**src/rtl/wave_pkg.sv**
```systemverilog
// Shared definitions for the waveform generator / monitor pair: widths, monitor
// state encoding and the waveform selection codes.
package wave_pkg;

    localparam int WAVE_W_DEFAULT = 5;
    localparam int CNT_W_DEFAULT  = 8;

    typedef enum logic [1:0] {
        IDLE    = 2'd0,
        ARM     = 2'd1,
        MEASURE = 2'd2
    } mon_state_t;

    typedef enum logic [1:0] {
        SQUARE = 2'd0,
        SAW    = 2'd1,
        TRI    = 2'd2,
        CLK    = 2'd3
    } wave_choise_t;

endpackage

```
**src/rtl/wave_result_holder.sv**
```systemverilog
// Single-entry valid/ready result register; a result loads on the edge it arrives.
// When full and not accepted, a newly arriving result is dropped and overflow sticks.
module wave_result_holder #(
    parameter int DAT_W = 18
) (
    input  logic             clk,
    input  logic             rst,
    input  logic             clr,
    input  logic             new_vld,
    input  logic [DAT_W-1:0] new_dat,
    input  logic             res_ready,
    output logic             res_valid,
    output logic [DAT_W-1:0] res_dat,
    output logic             overflow
);

    logic load;

    // Accepting the held entry in the same cycle frees the slot for the new one.
    assign load = new_vld && (!res_valid || res_ready);

    always_ff @(posedge clk or posedge rst) begin
        if (rst) begin
            res_valid <= 1'b0;
            res_dat   <= '0;
            overflow  <= 1'b0;
        end else if (clr) begin
            res_valid <= 1'b0;
            res_dat   <= '0;
            overflow  <= 1'b0;
        end else begin
            if (load) begin
                res_dat   <= new_dat;
                res_valid <= 1'b1;
            end else if (res_valid && res_ready) begin
                res_valid <= 1'b0;
            end
            if (new_vld && !load) begin
                overflow <= 1'b1;
            end
        end
    end

endmodule

```
**src/rtl/wave_monitor.sv**
```systemverilog
// Measures period, peak and trough between rising threshold crossings of a sample stream;
// result registered on the ending crossing edge, held in a one-entry drop-on-full holder.
module wave_monitor
    import wave_pkg::*;
#(
    parameter int          WAVE_W = wave_pkg::WAVE_W_DEFAULT,
    parameter int          CNT_W  = wave_pkg::CNT_W_DEFAULT,
    parameter int unsigned THRESH = 3
) (
    input  logic              clk,
    input  logic              rst,
    input  logic              clr,
    input  logic [WAVE_W-1:0] wave_in,
    input  logic              wave_vld,
    output logic [CNT_W-1:0]  res_period,
    output logic [WAVE_W-1:0] res_max,
    output logic [WAVE_W-1:0] res_min,
    output logic              res_valid,
    input  logic              res_ready,
    output logic              overflow,
    output logic              timeout
);

    localparam logic [WAVE_W-1:0] THR     = WAVE_W'(THRESH);
    localparam logic [CNT_W-1:0]  CNT_MAX = '1;
    localparam int                RES_W   = CNT_W + 2 * WAVE_W;

    mon_state_t        state_q, state_d;
    logic [WAVE_W-1:0] prev_q, prev_d;
    logic [CNT_W-1:0]  cnt_q, cnt_d;
    logic [WAVE_W-1:0] run_max_q, run_max_d;
    logic [WAVE_W-1:0] run_min_q, run_min_d;
    logic              timeout_d;
    logic              emit;
    logic              crossing;
    logic [RES_W-1:0]  res_dat;

    assign crossing = wave_vld && (prev_q < THR) && (wave_in >= THR);

    always_ff @(posedge clk or posedge rst) begin
        if (rst) begin
            state_q <= IDLE;
        end else if (clr) begin
            state_q <= IDLE;
        end else begin
            state_q <= state_d;
        end
    end

    always_comb begin
        state_d = state_q;
        if (wave_vld) begin
            case (state_q)
                IDLE:    state_d = ARM;
                ARM:     if (crossing) state_d = MEASURE;
                MEASURE: if (!crossing && cnt_q == CNT_MAX) state_d = ARM;
                default: state_d = IDLE;
            endcase
        end
    end

    // Datapath next values; a crossing in MEASURE closes one period and opens the next.
    always_comb begin
        prev_d    = prev_q;
        cnt_d     = cnt_q;
        run_max_d = run_max_q;
        run_min_d = run_min_q;
        timeout_d = 1'b0;
        emit      = 1'b0;
        if (wave_vld) begin
            prev_d = wave_in;
            case (state_q)
                ARM: begin
                    if (crossing) begin
                        cnt_d     = CNT_W'(1);
                        run_max_d = wave_in;
                        run_min_d = wave_in;
                    end
                end
                MEASURE: begin
                    if (crossing) begin
                        emit      = 1'b1;
                        cnt_d     = CNT_W'(1);
                        run_max_d = wave_in;
                        run_min_d = wave_in;
                    end else if (cnt_q == CNT_MAX) begin
                        timeout_d = 1'b1;
                    end else begin
                        cnt_d = cnt_q + CNT_W'(1);
                        if (wave_in > run_max_q) run_max_d = wave_in;
                        if (wave_in < run_min_q) run_min_d = wave_in;
                    end
                end
                default: ;
            endcase
        end
    end

    always_ff @(posedge clk or posedge rst) begin
        if (rst) begin
            prev_q    <= '0;
            cnt_q     <= '0;
            run_max_q <= '0;
            run_min_q <= '1;
            timeout   <= 1'b0;
        end else if (clr) begin
            prev_q    <= '0;
            cnt_q     <= '0;
            run_max_q <= '0;
            run_min_q <= '1;
            timeout   <= 1'b0;
        end else begin
            prev_q    <= prev_d;
            cnt_q     <= cnt_d;
            run_max_q <= run_max_d;
            run_min_q <= run_min_d;
            timeout   <= timeout_d;
        end
    end

    wave_result_holder #(
        .DAT_W (RES_W)
    ) u_holder (
        .clk       (clk),
        .rst       (rst),
        .clr       (clr),
        .new_vld   (emit),
        .new_dat   ({cnt_q, run_max_q, run_min_q}),
        .res_ready (res_ready),
        .res_valid (res_valid),
        .res_dat   (res_dat),
        .overflow  (overflow)
    );

    assign res_period = res_dat[RES_W-1 -: CNT_W];
    assign res_max    = res_dat[2*WAVE_W-1 -: WAVE_W];
    assign res_min    = res_dat[WAVE_W-1:0];

endmodule

```
**config.mk**
```make
export PLATFORM = sky130hd
export DESIGN_NAME = wave_monitor
export DESIGN_NICKNAME = d
export VERILOG_FILES = /design/src/rtl/wave_pkg.sv /design/src/rtl/wave_result_holder.sv /design/src/rtl/wave_monitor.sv
export SDC_FILE = /design/constraint.sdc
export NUM_CORES = 1
export LEC_CHECK = 0
export CAP_MARGIN = 20
export CORE_ASPECT_RATIO = 1.5
export CORE_MARGIN = 1
export CORE_UTILIZATION = 45
export CTS_BUF_LIST = sky130_fd_sc_hd__clkbuf_8 sky130_fd_sc_hd__clkbuf_16
export DETAILED_ROUTE_END_ITERATION = 16
export DONT_BUFFER_PORTS = 1
export PLACE_DENSITY = 0.56
export SYNTH_ARGS = -nofsm -noshare
export SYNTH_HDL_FRONTEND = slang
export SYNTH_SLANG_ARGS = --single-unit
```
**constraint.sdc**
```tcl
create_clock -name clk -period 3.6 [get_ports clk]
set_input_delay 1.08 -clock clk [delete_from_list [all_inputs] [get_ports clk]]
set_output_delay 1.08 -clock clk [all_outputs]
set_load 0.1 [all_outputs]
```
# Word-level counts from Yosys, hierarchy flattened
# Cells that the tools add are included.
totals:
  ff_bits: 46
  out_inout_bits: 21
  word_cells: 83
classes:
  addsub: 1
  order_cmp: 4
  eq_ne: 8
  mux: 41
  reduce_logical: 20
ops:
  columns: ["op", "n"]
  rows:
  - ["5-bit two-way mux", 13]
  - ["8-bit two-way mux", 5]
  - ["18-bit two-way mux", 2]
  - ["5-bit case mux with 2 select lines", 2]
  - ["8-bit case mux with 2 select lines", 1]
  - ["1-bit two-way mux", 13]
  - ["4-bit != test (second input constant)", 3]
  - ["5-bit AND reduction", 2]
  - ["8-bit by 1-bit adder with 8-bit output (second input constant)", 1]
  - ["8-bit equality test (second input constant)", 1]
  - ["2-bit two-way mux", 4]
  - ["1-bit logical AND", 6]
  - ["3-bit != test (second input constant)", 2]
  - ["2-bit case mux with 3 select lines", 1]
  - ["2-bit nonzero test", 3]
  - ["3-bit nonzero test", 2]
  - ["5-bit by 2-bit greater-or-equal comparator with 1-bit output (second input constant)", 1]
  - ["5-bit > comparator", 1]
  - ["5-bit by 2-bit < comparator with 1-bit output (second input constant)", 1]
  - ["5-bit < comparator", 1]
  - ["4-bit AND reduction", 1]
  - ["1-bit logical NOT", 3]
  - ["3-bit AND reduction", 1]
  - ["2-bit by 1-bit equality test with 1-bit output (second input constant)", 1]
  - ["other kinds (3)", 3]

# Logic depth before layout (Yosys ltp)
# Gate-level depths: netlist of the first run.
depth:
  depth_word: 11
  depth_mapped: 7
  ltp_nobuf: 7

# By module
# From an unflattened synthesis of the first run, not the netlist that was laid out.
unflattened:
  hier_cells: 246
  hier_area_um2: 2598.7
modules_own_cells:
  columns: ["mod", "instances", "cells_each", "area_per_inst_um2", "seq_area_each_um2"]
  rows:
  - ["wave_monitor", 1, 159, 1589.0, 656.9]
  - ["wave_result_holder", 1, 87, 1009.7, 500.5]

# Least setup slack after synthesis of the first run
# Ideal clock, no wire load.
synth_path:
  kind: "input-to-reg"
  from: "input wave_in[1]"
  to: "register run_max_q[0]"
  setup_ns: 0.128
  arrival_ns: 2.550
  t_required_ns: 3.472
  slack_ns: 0.923
  cell_stages: 5
  n_path_buf: 0
  cell_sequence: "a2111oi_4 -> o31ai_4 -> or2_4 -> o21ai_4 -> mux2_1"
synth_between:
  elab_chain_len: 6
  word_cells_on_any_way: 11
  classes_between: "order compare: 2; eq/ne: 3; mux: 4; reduce/logical: 2"
synth_lines:
  columns: ["element", "line", "text"]
  rows:
  - ["start, declared", "wave_monitor.sv:13", "input logic [WAVE_W-1:0] wave_in,"]
  - ["5-bit by 2-bit greater-or-equal comparator with 1-bit output", "wave_monitor.sv:38", "assign crossing = wave_vld && (prev_q < THR) && (wave_in >= THR);"]
  - ["1-bit logical AND", "wave_monitor.sv:38", null]
  - ["5-bit two-way mux", "wave_monitor.sv:81", "if (crossing) begin"]
  - ["5-bit case mux with 2 select lines", "wave_monitor.sv:72", "case (state_q)"]
  - ["5-bit two-way mux", "wave_monitor.sv:70", "if (wave_vld) begin"]
  - ["5-bit two-way mux", "wave_monitor.sv:106", "end else if (clr) begin"]
  - ["end signal, assigned", "wave_monitor.sv:115", "run_max_q <= run_max_d;"]
  - ["end, declared", "wave_monitor.sv:31", "logic [WAVE_W-1:0] run_max_q, run_max_d;"]
# Several ways; a longest one is shown, not always the timed one. The select of a mux whose other input is x is not followed.
# A chain may end at the register's enable or synchronous reset.

# Worst setup path after layout of the first run
layout_path:
  from: "input wave_vld"
  to: "register run_max_q[0]"
layout_between:
  elab_chain_len: 6
  word_cells_on_any_way: 11
  classes_between: "eq/ne: 3; mux: 4; reduce/logical: 4"
layout_lines:
  columns: ["element", "line", "text"]
  rows:
  - ["start, declared", "wave_monitor.sv:14", "input logic wave_vld,"]
  - ["1-bit logical AND (2 in series)", "wave_monitor.sv:38", null]
  - ["5-bit two-way mux", "wave_monitor.sv:81", null]
  - ["5-bit case mux with 2 select lines", "wave_monitor.sv:72", null]
  - ["5-bit two-way mux", "wave_monitor.sv:70", null]
  - ["5-bit two-way mux", "wave_monitor.sv:106", null]
# Several ways; a longest one is shown, not always the timed one. The select of a mux whose other input is x is not followed.

==> flow_summary.yaml, run 1 <==
run_status:
  outcome: "finished, final reports clean"
yosys:
  avgSynthCellArea_sq_um: 11.3
  synth_seq_cells: 46
  yosysTopAreaCell: "dfrtp_1"
  syn_area_sq_um: 2330
  ys_seq_area_share_pct: 49.6
  synthTopCellsByArea: "dfrtp_1, a22o_1, mux2i_1, dfstp_2, ha_1"
  async_flop_share_pct: 100
  ys_warn_count: 0
  syn-num-nets: 226
  synth_top_area_share_pct: 44.0
  synth_commonest_cells: "dfrtp_1, nor2_1, a22o_1"
  synth-edff-count: 0
  yosysMostFrequentCell: "dfrtp_1"
  synthCells: 206
  ys_types: 48
  synthFlopType: "dfrtp_1"
detailed_routing:
  vias: 1595
  antenna_left: 0
  wl_microns: 4630
  first_iter_violations: 64
  first_pass_iters: 4
  drc: 0
  wl_per_cell_microns: 16.9
  viasPerCell: 5.82
worst_setup_path:
  critPathTopFamily: "simple AND/OR/NAND/NOR gates"
  cp_cell_sequence: "or4b_4 > nor4_2 > a211o_2 > o21ai_4 > mux2_1"
  path_max_fanout: 13
  start_kind: "input port"
  crit_type: "in -> reg"
  cp-end-kind: "register"
  rr_startpoint: "cnt_q[0]$_DFFE_PP0P_"
  crit_start: "wave_vld"
  cp_slowest_stage_delay_ns: 0.49
  required_ns: 3.78
  arrival_ns: 2.69
  crit_path_top_delay_cell: "or4b_4"
  worst-path-buf-inv: 0
pwr:
  switching_power_w: 0.000271
  internal_power_w: 0.000726
  vdd_ir_drop_max_mv: 0.149
  power_density_nw_per_um2: 400
  clkPwrFrac_pct: 31.7
  leakagePower_nw: 1.13
  p_comb_share_pct: 11.6
  p_sw_share_pct: 27.2
  p_seq_share_pct: 56.7
finish:
  final_net_count: 227
  area_growth_pct: 6.92
  nFillCells: 468
  drive_gt1_share_pct: 14.4
  num_antenna_cells: 0
clock_network:
  cts_tree: "done"
  ctsResizeCount: 0
  clock_path_buffers: 2
  clock_latency_ns: 0.30
  cts_made_buffers: 5
  h-tree-depth: 2
  cts.clk_slew.worst_paths_ns: 0.09
  clockRootBuffer: "clkbuf_8"
  holdBufCountCts: 0
  clock-sinks: 46
  post_cts_buffers: 0
worst_hold_path:
  hp-class: "reg -> reg"
  worstHoldStart: "run_min_q[0]$_DFFE_PP1P_"
floorplan:
  placeableCoreArea_sq_um: 4890
  initial_core_util_pct: 47.7
  die_width_microns: 60.8
  die_height_microns: 90.2
  fp-row-count: 31
  num_io_pins: 31
  fp.dieArea_sq_um: 5480
grt:
  grt.overflow.total: 0
  grt_max_degree: 47
  grt_pass1_vias: 1664
  antenna_found_initial: 0
  grt_usage_pct: 19.3
  grt_pass1_wl_microns: 8070
flow_run:
  maxCapViolCount: 0
placed_design:
  dpl_worst_slack_ns: 0.788
  dp_hpwl_microns: 3250
  gp_congestion: 0.802
  io_buffers: 0
timing:
  fin_tns_setup_ns: 0
  hold_violations: 0
  fin_crit_ns: 2.52
  max_freq_mhz: 398
  setup_violations: 0
  finalCritPeriodShare_pct: 69.9
  worst_pin_slew_ns: 0.910
  slew-limit-headroom_pct: 39.3
  whs_ns: 0.485
  maxSlewViolCount: 0
  rsz0062_at_grt: "no"
  fin_skew_ns: 0.00929
  fin_ws_ns: 1.08
## placed cells by master, fill, tap and decap left out, types with 3 or more instances in the layout
master,count
o21ai_0,4
a21oi_1,11
dfrtp_1,41
nor2_1,21
inv_1,12
nand3_1,3
mux2i_1,14
a31oi_1,3
nor3_1,3
nand2_1,7
a22o_1,19
ha_1,10
dfstp_2,5
and3_1,3
clkbuf_8,5
a211oi_1,3
nand2b_1,7
## final cells by class
cell class / instances / area [sq um] / share of cell area, %
tap: 66 / 82.6 / 3.31
timing repair buffer: 2 / 27.5 / 1.10
inverter: 13 / 48.8 / 1.96
clock buffer: 5 / 68.8 / 2.76
sequential: 46 / 1160 / 46.4
clock inverter: 3 / 21.3 / 0.853
multi-input combinational: 139 / 1090 / 43.6
## flip-flops by register name, indices dropped and copies added, names as in the netlist
name	cells
run_min_q	5
timeout	1
state_q	2
prev_q	5
u_holder.overflow	1
run_max_q	5
u_holder.res_dat	18
cnt_q	8
u_holder.res_valid	1
## per-stage QoR
stage,utilization [%],total power (W),cells,area [sq um]
floorplan,-,0.000674,206,2330
global placement,48.8,0.000687,265,2380
detailed placement,48.8,0.000689,265,2380
CTS,50.6,0.00101,273,2470
global route,51.0,0.00106,274,2490
finish,51.0,0.000997,274,2490
## power by group through the flow
stage | clock (W) | sequential (W) | combinational (W)
after floorplan | 0 | 0.000572 | 0.000101
after global placement | 0 | 0.000575 | 0.000112
after detailed placement | 0 | 0.000575 | 0.000114
after CTS | 0.000327 | 0.000565 | 0.000115
after global routing | 0.000354 | 0.000569 | 0.000134
final | 0.000316 | 0.000565 | 0.000116
## worst min-delay path: cells and delay by family (launching register included)
kind | cells | cell delay [ns]
DFF | 1 | 0.39
muxes | 1 | 0.05
buffers and inverters | 1 | 0.05
## metal layers
metal | wire length (microns) | vias to the layer above | track usage [%]
li1 | - | 751 | -
met1 | 1990 | 786 | 23.7
met2 | 2320 | 48 | 31.5
met3 | 203 | 10 | 4.75
met4 | 113 | 0 | 7.77
met5 | 0 | - | 0
## logic make-up after synthesis
family,after synthesis,synth area share (%)
AOI/OAI and AO/OA,58,21.2
adders and majority gates,10,5.36
buffers and inverters,21,3.75
DFF,46,49.6
muxes,15,6.49
and+or+nand+nor,56,13.6
## final timing paths
check                                                       end  slack (ns)  cells after the start
worst min register to register         run_min_q[0]$_DFFE_PP1P_        0.48                      2
min in group asynchronous       u_holder.res_dat[4]$_DFFE_PP0P_        0.53                      1
max in group asynchronous              run_min_q[2]$_DFFE_PP1P_        2.59                      2
worst max-delay path                   run_max_q[0]$_DFFE_PP0P_        1.08                      5
worst max register to register         run_max_q[0]$_DFFE_PP0P_        1.38                      6
worst min-delay path                   run_min_q[0]$_DFFE_PP1P_        0.48                      2
Note: power is estimated with default switching activity, not from simulation.
==> run 2, diff against run 1 <==
--- a/config.mk
+++ b/config.mk
@@ -12,7 +12,7 @@
 export CTS_BUF_LIST = sky130_fd_sc_hd__clkbuf_8 sky130_fd_sc_hd__clkbuf_16
 export DETAILED_ROUTE_END_ITERATION = 16
 export DONT_BUFFER_PORTS = 1
-export PLACE_DENSITY = 0.56
+export PLACE_DENSITY = 0.58
 export SYNTH_ARGS = -nofsm -noshare
 export SYNTH_HDL_FRONTEND = slang
 export SYNTH_SLANG_ARGS = --single-unit
==> constraint.sdc (replaced) <==
create_clock -name clk -period 2.03 [get_ports clk]
set_input_delay 0.609 -clock clk [delete_from_list [all_inputs] [get_ports clk]]
set_output_delay 0.609 -clock clk [all_outputs]
set_load 0.1 [all_outputs]
==> run 2 against run 1 <==
  * Clock-buffer cell count up 2
  * First-iteration DRC count increased by 58%
  * Routed wire length up 11%
  * Non-clock buffer count is 40 higher
  * Critical path depth grew 1
==> flow_summary.yaml, run 2 (synthesis gave the netlist of run 1 again) <==
pwr:
  vdd_ir_drop_max_mv: 0.524
  internal_power_w: 0.00141
  leakagePower_nw: 1.37
  power_density_nw_per_um2: 650
  p_sw_share_pct: 25.8
  p_seq_share_pct: 51.7
  p_comb_share_pct: 15.8
  p_total_w: 0.00190
  switching_power_w: 0.000490
  clkPwrFrac_pct: 32.5
floorplan:
  die_height_microns: 90.2
  fp.dieArea_sq_um: 5480
  initial_core_util_pct: 47.7
  die_width_microns: 60.8
  num_io_pins: 31
  placeableCoreArea_sq_um: 4890
  fp-row-count: 31
timing:
  maxSlewViolCount: 0
  hold_violations: 0
  max_freq_mhz: 496
  worst_pin_slew_ns: 0.564
  finalCritPeriodShare_pct: 99.4
  fin_skew_ns: 0.0105
  rsz0062_at_grt: "yes"
  fin_ws_ns: 0.0121
  fin_crit_ns: 2.02
  slew-limit-headroom_pct: 62.4
  setup_violations: 0
finish:
  mostFrequentLayoutCells: "dfrtp_1, buf_4, a22o_1, nor2_1, mux2i_1"
  final_net_count: 268
  stdcell_count: 315
  largest-register: "u_holder.res_dat"
  final_common_cell: "dfrtp_1"
  post-route-util_pct: 59.8
  num_antenna_cells: 0
  largest_register_ffs: 18
  area_growth_pct: 25.2
  nFillCells: 425
  drive_gt1_share_pct: 32.5
  reg_top3: "u_holder.res_dat (18), cnt_q (8)"
worst_setup_path:
  arrival_ns: 2.19
  reg2reg_slack_ns: 0.01
  cp_cell_sequence: "or4b_4 > buf_6 > nor3_4 > buf_12 > a31oi_4 > a22o_1"
  critPathTopFamily: "simple AND/OR/NAND/NOR gates"
  crit_cells: 6
  cp-end-kind: "register"
  regToRegEndpoint: "u_holder.res_dat[5]$_DFFE_PP0P_"
  worst-path-buf-inv: 2
  required_ns: 2.21
  rr_startpoint: "prev_q[2]$_DFFE_PP0N_"
  start_kind: "register"
  cp_slowest_stage_delay_ns: 0.58
  path_max_fanout: 9
  crit_type: "reg -> reg"
  crit_start: "prev_q[2]$_DFFE_PP0N_"
  rr_worst_depth: 6
  crit_path_top_delay_cell: "or4b_4"
  endpoint: "u_holder.res_dat[5]$_DFFE_PP0P_"
detailed_routing:
  wl_per_cell_microns: 16.4
  vias: 1743
  antenna_left: 0
  first_iter_violations: 101
  first_pass_iters: 4
  route.met3.wl_microns: 250
  highest_layer: "met4"
  viasPerCell: 5.53
  drc: 0
  wl_microns: 5160
  wl_met2_microns: 2770
  wl_met1_microns: 2100
grt:
  antenna_found_initial: 0
  grt_usage_pct: 20.4
  grt.overflow.total: 0
  grt_pass1_wl_microns: 8360
  grt_max_degree: 47
  grt_pass1_vias: 1740
clock_network:
  clock_path_buffers: 2
  clock_latency_ns: 0.29
  clock-sinks: 46
  cts_made_buffers: 5
  cts_tree: "done"
  clockRootBuffer: "clkbuf_8"
  h-tree-depth: 2
  cts.clk_slew.worst_paths_ns: 0.09
  holdBufCountCts: 0
placed_design:
  gp_congestion: 0.764
  dpl.cell_count: 302
  io_buffers: 0
  dpl_worst_slack_ns: -0.217
  dp_hpwl_microns: 3610
run_status:
  outcome: "finished, final reports clean"
worst_hold_path:
  hp-class: "in -> async"
flow_run:
  maxCapViolCount: 0
==> run 2: layout make-up <==
cell class | count | area, sq um | area share [%]
multi-input cells | 140 | 1170 | 40.1
flip-flops and latches | 46 | 1160 | 39.6
inverters | 13 | 48.8 | 1.67
repair buffers | 42 | 357 | 12.2
clock inverters | 1 | 8.76 | 0.300
clock buffers | 7 | 96.3 | 3.30
well taps | 66 | 82.6 | 2.83
==> run 2: worst min path at each step <==
stage | start | to | slack, ns | depth (start not counted)
detailed placement | run_min_q[0]$_DFFE_PP1P_ | run_min_q[0]$_DFFE_PP1P_ | 0.48 | 2
floorplan | run_min_q[0]$_DFFE_PP1P_ | run_min_q[0]$_DFFE_PP1P_ | 0.45 | 2
global placement | run_min_q[0]$_DFFE_PP1P_ | run_min_q[0]$_DFFE_PP1P_ | 0.47 | 2
CTS | rst | u_holder.res_dat[1]$_DFFE_PP0P_ | 0.36 | 2
global route | clr | u_holder.res_valid$_DFFE_PP0P_ | 0.36 | 1
finish | rst | u_holder.res_dat[3]$_DFFE_PP0P_ | 0.33 | 2
==> run 2: power groups by stage <==
| stage | Combinational, W | Sequential [W] | Clock (W) |
|---|---|---|---|
| floorplan | 0.000183 | 0.00101 | 0 |
| global placement | 0.000255 | 0.000998 | 0 |
| detailed placement | 0.000265 | 0.00100 | 0 |
| CTS | 0.000283 | 0.000982 | 0.000631 |
| global route | 0.000332 | 0.000988 | 0.000674 |
| finish | 0.000300 | 0.000982 | 0.000617 |
==> run 2: routing by layer <==
metal	GRT usage, %	vias to the layer above
met5	0	-
met4	6.82	0
met3	3.88	4
met2	34.0	47
met1	25.8	855
li1	-	837
==> run 2: what timing repair did <==
item / CTS / global route
hold endpoints to repair: 0 / 0
pin swaps: 3 / 9
buffers inserted: 1 / 4
endpoints found under the setup margin: 9 / 33
gates cloned: 1 / 0
resized for setup: 3 / 12
==> run 2: worst register-to-register path, stage by stage (launching register included) <==
cell	delay, ns
dfrtp_1	0.39
or4b_4	0.58
buf_6	0.14
nor3_4	0.20
buf_12	0.15
a31oi_4	0.16
a22o_1	0.29
==> run 2: per-stage QoR <==
| step | TNS (ns) | cell area (sq um) | hold slack [ns] |
|---|---|---|---|
| 3_3_place_gp | -3.75 | 2690 | 0.469 |
| 3_5_place_dp | -4.94 | 2690 | 0.479 |
| 4_1_cts | -0.0228 | 2840 | 0.358 |
| 2_1_floorplan | -0.728 | 2340 | 0.452 |
| 6_report | 0 | 2920 | 0.328 |
| 5_1_grt | -0.783 | 2920 | 0.356 |
==> run 3, diff against run 2 <==
--- a/config.mk
+++ b/config.mk
@@ -5,14 +5,15 @@
 export SDC_FILE = /design/constraint.sdc
 export NUM_CORES = 1
 export LEC_CHECK = 0
+export BUFFER_PORTS_ARGS = -buffer_cell sky130_fd_sc_hd__buf_2
 export CAP_MARGIN = 20
 export CORE_ASPECT_RATIO = 1.5
 export CORE_MARGIN = 1
 export CORE_UTILIZATION = 45
 export CTS_BUF_LIST = sky130_fd_sc_hd__clkbuf_8 sky130_fd_sc_hd__clkbuf_16
 export DETAILED_ROUTE_END_ITERATION = 16
-export DONT_BUFFER_PORTS = 1
-export PLACE_DENSITY = 0.58
+export PLACE_DENSITY = 0.63
+export SETUP_SLACK_MARGIN = 0.05
 export SYNTH_ARGS = -nofsm -noshare
 export SYNTH_HDL_FRONTEND = slang
 export SYNTH_SLANG_ARGS = --single-unit
==> run 3 against run 2 <==
  * The run now ends with setup timing left
  * Sequential share of layout area is 2.3 points lower
  * Register-to-register slack worse by 0.03 ns
  * Maximum frequency is 1.3% lower
  * Clock skew is 0.0028 ns higher
  * Via count is 3.4% higher
  * Global-route usage is 0.63 points higher
  * Routed wire length is 2.3% higher
  * Non-clock buffer count is 28 higher
  * Sequential power hardly changed
  * Combinational power is 24% higher
  * Critical endpoint is now run_min_q[3]$_DFFE_PP1P_
==> flow_summary.yaml, run 3 (synthesis gave the netlist of run 1 again) <==
run_status:
  outcome: "finished with violations"
  violations: "setup timing"
grt:
  grt_usage_pct: 21.1
  grt_pass1_vias: 1847
  grt.overflow.total: 0
  grt_max_degree: 29
  antenna_found_initial: 0
  grt_pass1_wl_microns: 8560
pwr:
  power_density_nw_per_um2: 626
  p_total_w: 0.00195
  leakagePower_nw: 1.52
  vdd_ir_drop_max_mv: 0.482
clock_network:
  h-tree-depth: 2
  cts_made_buffers: 5
  cts.clk_slew.worst_paths_ns: 0.10
  cts_tree: "done"
  clock_latency_ns: 0.31
  holdBufCountCts: 0
  clockRootBuffer: "clkbuf_8"
  clock-sinks: 46
  clock_path_buffers: 2
placed_design:
  io_buffers: 30
  gp_congestion: 0.810
  dp_hpwl_microns: 3840
detailed_routing:
  antenna_left: 0
  first_iter_violations: 102
  vias: 1802
  drc: 0
  first_pass_iters: 4
  wl_microns: 5280
  wl_per_cell_microns: 15.4
  viasPerCell: 5.27
timing:
  rsz0062_at_grt: "yes"
  maxSlewViolCount: 0
  slew-limit-headroom_pct: 67.8
  finalCritPeriodShare_pct: 101
  worst_pin_slew_ns: 0.487
  setup_violations: 1
  fin_skew_ns: 0.0133
  fin_crit_ns: 2.04
  max_freq_mhz: 489
  whs_ns: 0.279
  fin_ws_ns: -0.0146
  hold_violations: 0
worst_setup_path:
  cp-end-kind: "register"
  cp_slowest_stage_delay_ns: 0.60
  crit_type: "reg -> reg"
  required_ns: 2.25
  arrival_ns: 2.27
  crit_path_top_delay_cell: "or4b_4"
  worst-path-buf-inv: 1
  path_max_fanout: 5
  critPathTopFamily: "simple AND/OR/NAND/NOR gates"
  start_kind: "register"
  cp_cell_sequence: "or4b_4 > nor4_4 > buf_4 > a211oi_4 > a21oi_4 > mux2i_1"
floorplan:
  num_io_pins: 31
  die_height_microns: 90.2
  die_width_microns: 60.8
  initial_core_util_pct: 47.7
  placeableCoreArea_sq_um: 4890
  fp-row-count: 31
  fp.dieArea_sq_um: 5480
finish:
  largest_register_ffs: 18
  reg_top3: "u_holder.res_dat (18), cnt_q (8)"
  final_net_count: 295
  area_growth_pct: 33.1
  drive_gt1_share_pct: 39.1
  num_antenna_cells: 0
  largest-register: "u_holder.res_dat"
  final_common_cell: "dfrtp_1"
  mostFrequentLayoutCells: "dfrtp_1, buf_4, buf_2, nor2_1, a22o_1"
flow_run:
  maxCapViolCount: 0
worst_hold_path:
  hp-class: "in -> async"
run 3: cell count changes in the layout (fill, tap and decap cells not counted), sizes merged:
| cell | previous run | this run |
|---|---|---|
| inv | 12 | 14 |
| a31oi | 5 | 4 |
| clkinvlp | 0 | 1 |
| clkbuf | 7 | 5 |
| buf | 42 | 70 |
| clkinv | 2 | 1 |
run 3: where the power goes:
group | leakage, nW | internal (W) | switching, W
clock network | 0.0447 | 0.000249 | 0.000341
registers | 0.612 | 0.000959 | 0.0000244
logic | 0.859 | 0.000167 | 0.000204
run 3: metal layers:
metal / track usage, % / share of wire (%)
met1: 25.5 / 43
met2: 36.1 / 54
met3: 4.89 / 2.1
met4: 5.87 / 0.78
met5: 0 / 0
run 3: final timing paths:
check	cells past startpoint	start	end	slack (ns)
setup / recovery	6	prev_q[2]$_DFFE_PP0N_	run_min_q[3]$_DFFE_PP1P_	-0.01
hold reg to reg	2	run_min_q[0]$_DFFE_PP1P_	run_min_q[0]$_DFFE_PP1P_	0.50
setup reg to reg	6	prev_q[2]$_DFFE_PP0N_	run_min_q[3]$_DFFE_PP1P_	-0.01
min in group clk	2	run_min_q[0]$_DFFE_PP1P_	run_min_q[0]$_DFFE_PP1P_	0.50
max in group asynchronous	3	rst	run_min_q[3]$_DFFE_PP1P_	1.18
hold / removal	2	rst	u_holder.res_dat[10]$_DFFE_PP0P_	0.28
run 3: layout make-up:
type | count | area (sq um)
Sequential cell | 46 | 1160
Tap cell | 66 | 82.6
Timing Repair Buffer | 70 | 538
Clock buffer | 5 | 68.8
Clock inverter | 3 | 25.0
Fill cell | 404 | 1780
Multi-Input combinational cell | 139 | 1180
Inverter | 13 | 48.8
run 3: worst register-to-register path: stages, from the launching register on:
cell and delay (ns):
dfrtp_1 0.38, or4b_4 0.60, nor4_4 0.28, buf_4 0.16, a211oi_4 0.05, a21oi_4 0.24, mux2i_1 0.27
run 3: stage by stage:
step / utilization, % / std cells / TNS (ns) / setup slack (ns) / cell area, sq um
2_1_floorplan: - / 206 / -0.700 / -0.124 / 2350
3_3_place_gp: 57.8 / 327 / -9.92 / -0.349 / 2820
5_1_grt: 63.5 / 342 / -0.922 / -0.0863 / 3110
3_5_place_dp: 57.8 / 327 / -11.37 / -0.371 / 2820
4_1_cts: 61.7 / 338 / -0.0210 / -0.0210 / 3010
6_report: 63.5 / 342 / -0.0146 / -0.0146 / 3110
run 3: timing repair:
item                       4_1_cts  5_1_grt
setup endpoints to repair       33       34
resized for setup               14       10
buffers inserted                 3        5
pin swaps                        8       12
hold endpoints to repair         0        0
